[src/rtl/excp_pkg.sv]
// Shared exception types and codes: flush FSM states, commit kind, and ECODE values.
// Used by the flush controller as well as decode and CSR logic.
package excp_pkg;

    typedef enum logic [1:0] {
        StIdle,
        StFlush,
        StRedir
    } flush_state_t;

    typedef enum logic {
        KindExcp,
        KindErtn
    } excp_kind_t;

    localparam logic [5:0] EcodeInt  = 6'h00;
    localparam logic [5:0] EcodeAdef = 6'h08;
    localparam logic [5:0] EcodeAle  = 6'h09;
    localparam logic [5:0] EcodeSys  = 6'h0B;
    localparam logic [5:0] EcodeBrk  = 6'h0C;
    localparam logic [5:0] EcodeIne  = 6'h0D;

endpackage

[src/rtl/excp_flush_ctrl.sv]
// Exception / ertn flush sequencer: flush pulse, CSR strobe, drain window, then a
// handshaked PC redirect to IF.
module excp_flush_ctrl
    import excp_pkg::*;
#(
    parameter int unsigned DRAIN_CYCLES = 1,
    parameter int unsigned ADDR_W       = 32
) (
    input  logic              clk,
    input  logic              reset,
    input  logic              if_excp,
    input  logic              id_excp,
    input  logic              ex_excp,
    input  logic              me_excp,
    input  logic              wb_excp,
    input  logic              wb_ertn,
    input  logic [5:0]        wb_ecode,
    input  logic [8:0]        wb_esubcode,
    input  logic [ADDR_W-1:0] wb_pc,
    input  logic [ADDR_W-1:0] csr_eentry,
    input  logic [ADDR_W-1:0] csr_era,
    input  logic              redirect_ready,
    output logic              global_flush_flag,
    output logic              flush_req,
    output logic              excp_wr,
    output logic [5:0]        excp_ecode,
    output logic [8:0]        excp_esubcode,
    output logic [ADDR_W-1:0] excp_era,
    output logic              ertn_wr,
    output logic              redirect_valid,
    output logic [ADDR_W-1:0] redirect_pc,
    output logic              busy
);

    localparam int unsigned CntW = 4;

    flush_state_t      state_q, state_d;
    excp_kind_t        kind_q, kind_d;
    logic [CntW-1:0]   cnt_q, cnt_d;
    logic              strobe_q, strobe_d;
    logic [5:0]        ecode_q, ecode_d;
    logic [8:0]        esub_q, esub_d;
    logic [ADDR_W-1:0] era_q, era_d;
    logic [ADDR_W-1:0] target_q, target_d;
    logic              commit;

    assign commit = (wb_excp | wb_ertn) & (state_q == StIdle);

    always_comb begin
        state_d  = state_q;
        kind_d   = kind_q;
        cnt_d    = cnt_q;
        strobe_d = 1'b0;
        ecode_d  = ecode_q;
        esub_d   = esub_q;
        era_d    = era_q;
        target_d = target_q;
        unique case (state_q)
            StIdle: begin
                if (commit) begin
                    state_d  = StFlush;
                    cnt_d    = CntW'(DRAIN_CYCLES - 1);
                    strobe_d = 1'b1;
                    // wb_excp has priority when both commit together
                    if (wb_excp) begin
                        kind_d   = KindExcp;
                        ecode_d  = wb_ecode;
                        esub_d   = wb_esubcode;
                        era_d    = wb_pc;
                        target_d = csr_eentry;
                    end else begin
                        kind_d   = KindErtn;
                        target_d = csr_era;
                    end
                end
            end
            StFlush: begin
                if (cnt_q == '0) begin
                    state_d = StRedir;
                end else begin
                    cnt_d = cnt_q - 4'd1;
                end
            end
            StRedir: begin
                if (redirect_ready) begin
                    state_d = StIdle;
                end
            end
            default: state_d = StIdle;
        endcase
    end

    always_ff @(posedge clk) begin
        if (!reset) begin
            state_q  <= StIdle;
            kind_q   <= KindExcp;
            cnt_q    <= '0;
            strobe_q <= 1'b0;
            ecode_q  <= '0;
            esub_q   <= '0;
            era_q    <= '0;
            target_q <= '0;
        end else begin
            state_q  <= state_d;
            kind_q   <= kind_d;
            cnt_q    <= cnt_d;
            strobe_q <= strobe_d;
            ecode_q  <= ecode_d;
            esub_q   <= esub_d;
            era_q    <= era_d;
            target_q <= target_d;
        end
    end

    assign global_flush_flag = ((if_excp | id_excp | ex_excp | me_excp) & ~commit)
                             | (state_q != StIdle);
    assign flush_req      = (state_q == StFlush);
    assign excp_wr        = strobe_q & (kind_q == KindExcp);
    assign ertn_wr        = strobe_q & (kind_q == KindErtn);
    assign excp_ecode     = ecode_q;
    assign excp_esubcode  = esub_q;
    assign excp_era       = era_q;
    assign redirect_valid = (state_q == StRedir);
    assign redirect_pc    = target_q;
    assign busy           = (state_q != StIdle);

endmodule

[config.mk]
export PLATFORM = sky130hd
export DESIGN_NAME = excp_flush_ctrl
export DESIGN_NICKNAME = d
export VERILOG_FILES = /design/src/rtl/excp_pkg.sv /design/src/rtl/excp_flush_ctrl.sv
export SDC_FILE = /design/constraint.sdc
export NUM_CORES = 1
export LEC_CHECK = 0
export BUFFER_PORTS_ARGS = -buffer_cell sky130_fd_sc_hd__buf_4
export CAP_MARGIN = 0
export CORE_AREA = 2 2 115 117
export DETAILED_ROUTE_END_ITERATION = 16
export DIE_AREA = 0 0 117 119
export GPL_TIMING_DRIVEN = 1
export PLACE_DENSITY_LB_ADDON = 0.15
export SLEW_MARGIN = 20
export SYNTH_ARGS = -nofsm -noshare
export SYNTH_HDL_FRONTEND = slang
export SYNTH_SLANG_ARGS = --single-unit
[constraint.sdc]
create_clock -name clk -period 1.5 [get_ports clk]
set_input_delay 0.225 -clock clk [delete_from_list [all_inputs] [get_ports clk]]
set_output_delay 0.225 -clock clk [all_outputs]
set_load 0.05 [all_outputs]
Word level (Yosys, flattened, before mapping)

Cells that the tools add are included.
W data, S select, Z words.

Bits in registers: 87
Bits of input ports: 120
Output and inout port bits: 85

Add/sub/neg operators: 1
Equal/unequal tests: 6
Multiplexer cells: 10
Bitwise logic cells: 11
Reduce and logical (&&, ||, !) cells: 9

Operators by type and width:

| cell                  | number |
|---|---|
| $mux W32              | 1 |
| $reduce_and A3 Y1     | 3 |
| $mux W4               | 2 |
| $pmux W4 S2           | 1 |
| $mux W2               | 3 |
| $ne A2 B2 Y1 const B  | 3 |
| $pmux W2 S3           | 1 |
| $or A1 B1 Y1          | 5 |
| $and A1 B1 Y1         | 4 |
| $logic_not A4 Y1      | 1 |
| $reduce_and A2 Y1     | 2 |
| $reduce_bool A2 Y1    | 2 |
| $sub A4 B1 Y4 const B | 1 |
| $eq A2 B1 Y1 const B  | 1 |
| $eq A2 B2 Y1 const B  | 1 |
| $logic_not A2 Y1      | 1 |
| $mux W1               | 2 |
| $ne A2 B1 Y1 const B  | 1 |
| $not A1 Y1            | 2 |

Logic depth before layout (Yosys ltp)

Word-level depth: 5
Gate-level depth with buffers: 6

Worst setup path before layout

OpenSTA, ideal clock, no wires.

Kind: in2out
From: input port wb_excp
To: output port global_flush_flag
Data arrival time: 2.110 ns
Data required time: 1.275 ns
Setup slack: -0.835 ns
Cell stages on the path: 5
Buffers on the path: 3
Path through: buf_2 or2_2 buf_2 clkbuf_1 o21ai_0

Longest elaborated chain between the ends: 5

RTL lines:

| element       | line                   | RTL |
|---|---|---|
| from (decl)   | excp_flush_ctrl.sv:15  | `input logic wb_excp,` |
| $or A1 B1 Y1  | excp_flush_ctrl.sv:47  | `assign commit = (wb_excp \| wb_ertn) & (state_q == StIdle);` |
| $and A1 B1 Y1 | excp_flush_ctrl.sv:47  |  |
| $not A1 Y1    | excp_flush_ctrl.sv:115 | `assign global_flush_flag = ((if_excp \| id_excp \| ex_excp \| me_excp) & ~commit)` |
| $and A1 B1 Y1 | excp_flush_ctrl.sv:115 |  |
| $or A1 B1 Y1  | excp_flush_ctrl.sv:116 | `\| (state_q != StIdle);` |
| to (decl)     | excp_flush_ctrl.sv:23  | `output logic global_flush_flag,` |

Every way passes these cells.

Worst setup path after layout

From: register cnt_q[0]
To: register cnt_q[3]

Longest elaborated chain between the ends: 3
Elaborated cells on any way between the ends: 6
Classes of those cells: add/sub: 1; eq/ne: 1; mux: 2; reduce/logical: 2

RTL lines:

| element                                           | line                                         | RTL |
|---|---|---|
| from (decl)                                       | excp_flush_ctrl.sv:39                        | `logic [CntW-1:0] cnt_q, cnt_d;` |
| from (signal assigned)                            | excp_flush_ctrl.sv:106                       | `cnt_q <= cnt_d;` |
| $sub A4 B1 Y4 or $logic_not A4 Y1 (tied branches) | excp_flush_ctrl.sv:81, excp_flush_ctrl.sv:78 |  |
| $mux W4 or $ne A2 B2 Y1 (tied branches)           | n/a                                          |  |
| $pmux W4 S2 or $reduce_and A3 Y1 (tied branches)  | n/a                                          |  |

Parallel ways exist; a longest one is shown, timed or not. The select of a mux whose other input is x is not followed.
A chain may end at the register's enable or synchronous reset.

==> metrics.md <==
| Metric | Value |
|---|---|
| Initial Utilization | 28.9% |
| Via/cell ratio | 4.48 |
| Power per cell area | 1200 nW/um2 |
| Number of synthesized flops with an enable pin | 0 |
| Leak | 2.96 nW |
| Max_cap viols | 0 |
| Top Ports | 205 |
| Root Driver | clkbuf_16 |
| Synth Cell Area | about 3700 um2 |
| Reg2reg start | cnt_q[0] |
| Setup Viol. Count Final | 0 |
| Grt ovf | 0 |
| Gr usage total | 13.6% |
| Rows | between 40 and 50 |
| Max rail drop VDD | 467 uV |
| Maximum clock frequency | about 0.69 GHz |
| Post-synth cell types | 29 |
| Final Hold Viols | 0 |
| Setup slack, reg-to-reg | 40 ps |
| Layout cell share with drive strength beyond 1 | ~44% |
| Via count | around 3,300 |
| Final GP Congestion | 0.713 |
| Arr. time, crit path | roughly 1700 ps |
| Core Box Area | ~13,000 um2 |
| Starting DRT DRC Count | between 100 and 150 |
| Fin Clk Skew | 4.26 ps |
| Slew HR | between 70% and 80% |
| Finished Layout Cells | ~730 |
| Hold Startpoint | wb_pc[17] |
| Hold_buf cts | 0 |
| CP required | approximately 1800 ps |
| Nets | about 670 |
| Max FO, Critical Path | 8 |
| DRC viols | 0 |
| CTS HTree Levels | 3 |
| WS Path Type | reg2reg |
| Number of global-route vias before repair | 3,121 |
| Die Ht | 119 um |
| Clk pin slew, worst setup/hold paths | around 60 ps |
| Wirelength per Cell | between 10 and 15 um |
| Tightest Pin Transition | 340 ps |
| Diode count | 0 |
| Synthesized Nets | ~470 |
| Final period utilization | between 90% and 100% |
| Synth warn | 0 |
| Area grow syn2layout | 56.5% |
| CTS tree | yes |
| TritonCTS buffer count | 9 |
| Setup crit start kind | flop |
| Port-buffer cells | approximately 200 |
| Fin. max-slew vios | 0 |
| Largest net degree at the start of global routing | 49 |
| Status | completed |
| Synthesized instance count | about 350 |
| Placed Instances | between 700 and 800 |
| Cell depth of the worst flop-to-flop path | 5 |
| Worst hold path depth | 3 |
| Final wirelength | 9600 um |
| Post-synth ARST share | 0% |
| Total power | 0.00699 W |
| Hold WC Path Type | in2reg |
| Critical Path Start | cnt_q[0] |
| Average size of a mapped cell | around 11 um2 |
| DRT antenna net count | 0 |
| DIE AREA | 13,900 um2 |
| Max Root-Sink Buffers | 2 |
| Sink Count | just under 90 |
| Crit end category | flop |
| Initial antenna violation count | 0 |
| Number of synthesized register bits | between 80 and 90 |
| Clock insertion delay at the later pin of the skew report | around 330 ps |
| First-pass GRT wire length | roughly 15,000 um |
| Sequential fraction of the synthesis area | between 40% and 50% |
| Die Wd | between 100 and 150 um |
| Primary FF master, synth | dfxtp_1 |
| First-pass iteration count of the detailed router | 6 |
| DP HPWL | roughly 6900 um |
| Minimum clock period | around 1500 ps |
cells in the mapped netlist, types with 2 or more instances:
| library cell | number | area, um2 |
|---|---|---|
| dfxtp_1 | 87 | 1740 |
| mux2i_1 | 79 | 791 |
| nor2b_1 | 50 | 313 |
| nand3_1 | 32 | 160 |
| o211a_1 | 32 | 320 |
| clkbuf_1 | 16 | 60.1 |
| buf_2 | 8 | 40.0 |
| inv_1 | 5 | 18.8 |
| o21ai_0 | 4 | 20.0 |
| a21oi_1 | 3 | 15.0 |
| buf_6 | 3 | 33.8 |
| or3_1 | 3 | 18.8 |
| a21boi_0 | 2 | 15.0 |
| buf_4 | 2 | 15.0 |
| ha_1 | 2 | 25.0 |
| nor2_1 | 2 | 7.51 |
| nor2_2 | 2 | 12.5 |
| nor3b_1 | 2 | 15.0 |
| o221ai_1 | 2 | 17.5 |
| or4_1 | 2 | 15.0 |
final timing paths:
kind / end
min reg2reg: cnt_q[1]
max: cnt_q[3]
max reg2reg: cnt_q[3]
min: excp_era[17]
cells by family (layout without fill, tap and decap cells):
kind of cell             count (synthesis)  in the layout  share of synthesized area, %
AND/OR/NAND/NOR                         99             99                          15.8
buffers and inverters                   35            238                          4.61
multiplexers                            79             79                          21.3
AO/OA/AOI/OAI                           45             45                          10.8
adder cells (fa/ha/maj)                  2              2                         0.673
flip-flops                              87             87                          46.9
cell type report:
type | instances | area, um2
flip-flops and latches | 87 | 1750
multi-input cells | 225 | 1850
inverters | 6 | 22.5
well taps | 176 | 220
fillers | 1253 | 7060
clock inverters | 4 | 47.5
repair buffers | 217 | 1700
clock buffers | 11 | 233
power breakdown:
part | switching (W) | internal, W | leakage, nW
combinational | 0.00131 | 0.000857 | 2.10
sequential | 0.000126 | 0.00254 | 0.719
clock | 0.000876 | 0.00128 | 0.135
total | 0.00232 | 0.00467 | 2.96
cells in the final DEF (no fill, tap or decap), types with 2 or more instances in the layout:
cell type,instances
o221ai_1,2
or3_1,3
buf_6,2
clkinv_2,2
nor2_1,2
ha_1,2
mux2i_1,79
or4_1,2
dfxtp_2,4
buf_12,5
o21ai_0,3
a21boi_0,2
nand3_1,32
nor3b_4,2
o211a_1,32
clkbuf_16,9
a21oi_1,3
nor2b_1,49
buf_4,210
inv_1,5
dfxtp_1,83
clkbuf_1,2
sequential cells by signal, indices dropped and copies added (netlist names):
| register | flops |
|---|---|
| state_q | 2 |
| cnt_q | 4 |
| excp_esubcode | 9 |
| strobe_q | 1 |
| excp_ecode | 6 |
| redirect_pc | 32 |
| excp_era | 32 |
| kind_q | 1 |
stage by stage:
stage	setup TNS, ps	cell area, um2	setup slack [ps]	hold slack [ps]	util (%)
detailed placement	-494	5490	-164	487	42.6
global route	-12.5	5820	-12.5	143	45.2
finish	0	5820	43.4	149	45.2
CTS	0	5790	3.46	130	45.0
global placement	-56.6	5490	-29.0	476	42.6
floorplan	0	3740	3.84	394	-
layer usage:
layer | vias up | wire [um] | global-route usage (%)
li1 | 1628 | - | -
met1 | 1485 | 4150 | 17.1
met2 | 129 | 4450 | 21.1
met3 | 10 | 848 | 3.92
met4 | 0 | 156 | 6.32
met5 | - | 0 | 0
worst max-delay path, stage by stage (launching register included):
cell	delay, ps
dfxtp_2	340
inv_1	60
ha_1	200
nor3b_4	180
or4_1	470
a21oi_1	140
timing repair:
item                                    in CTS  in global routing
gates resized for setup                      8                  3
endpoints found under the setup margin       8                  5
cloned                                       0                  0
pin swaps                                    0                  1
buffers inserted                             0                  2
(Power assumes the default switching activity.)
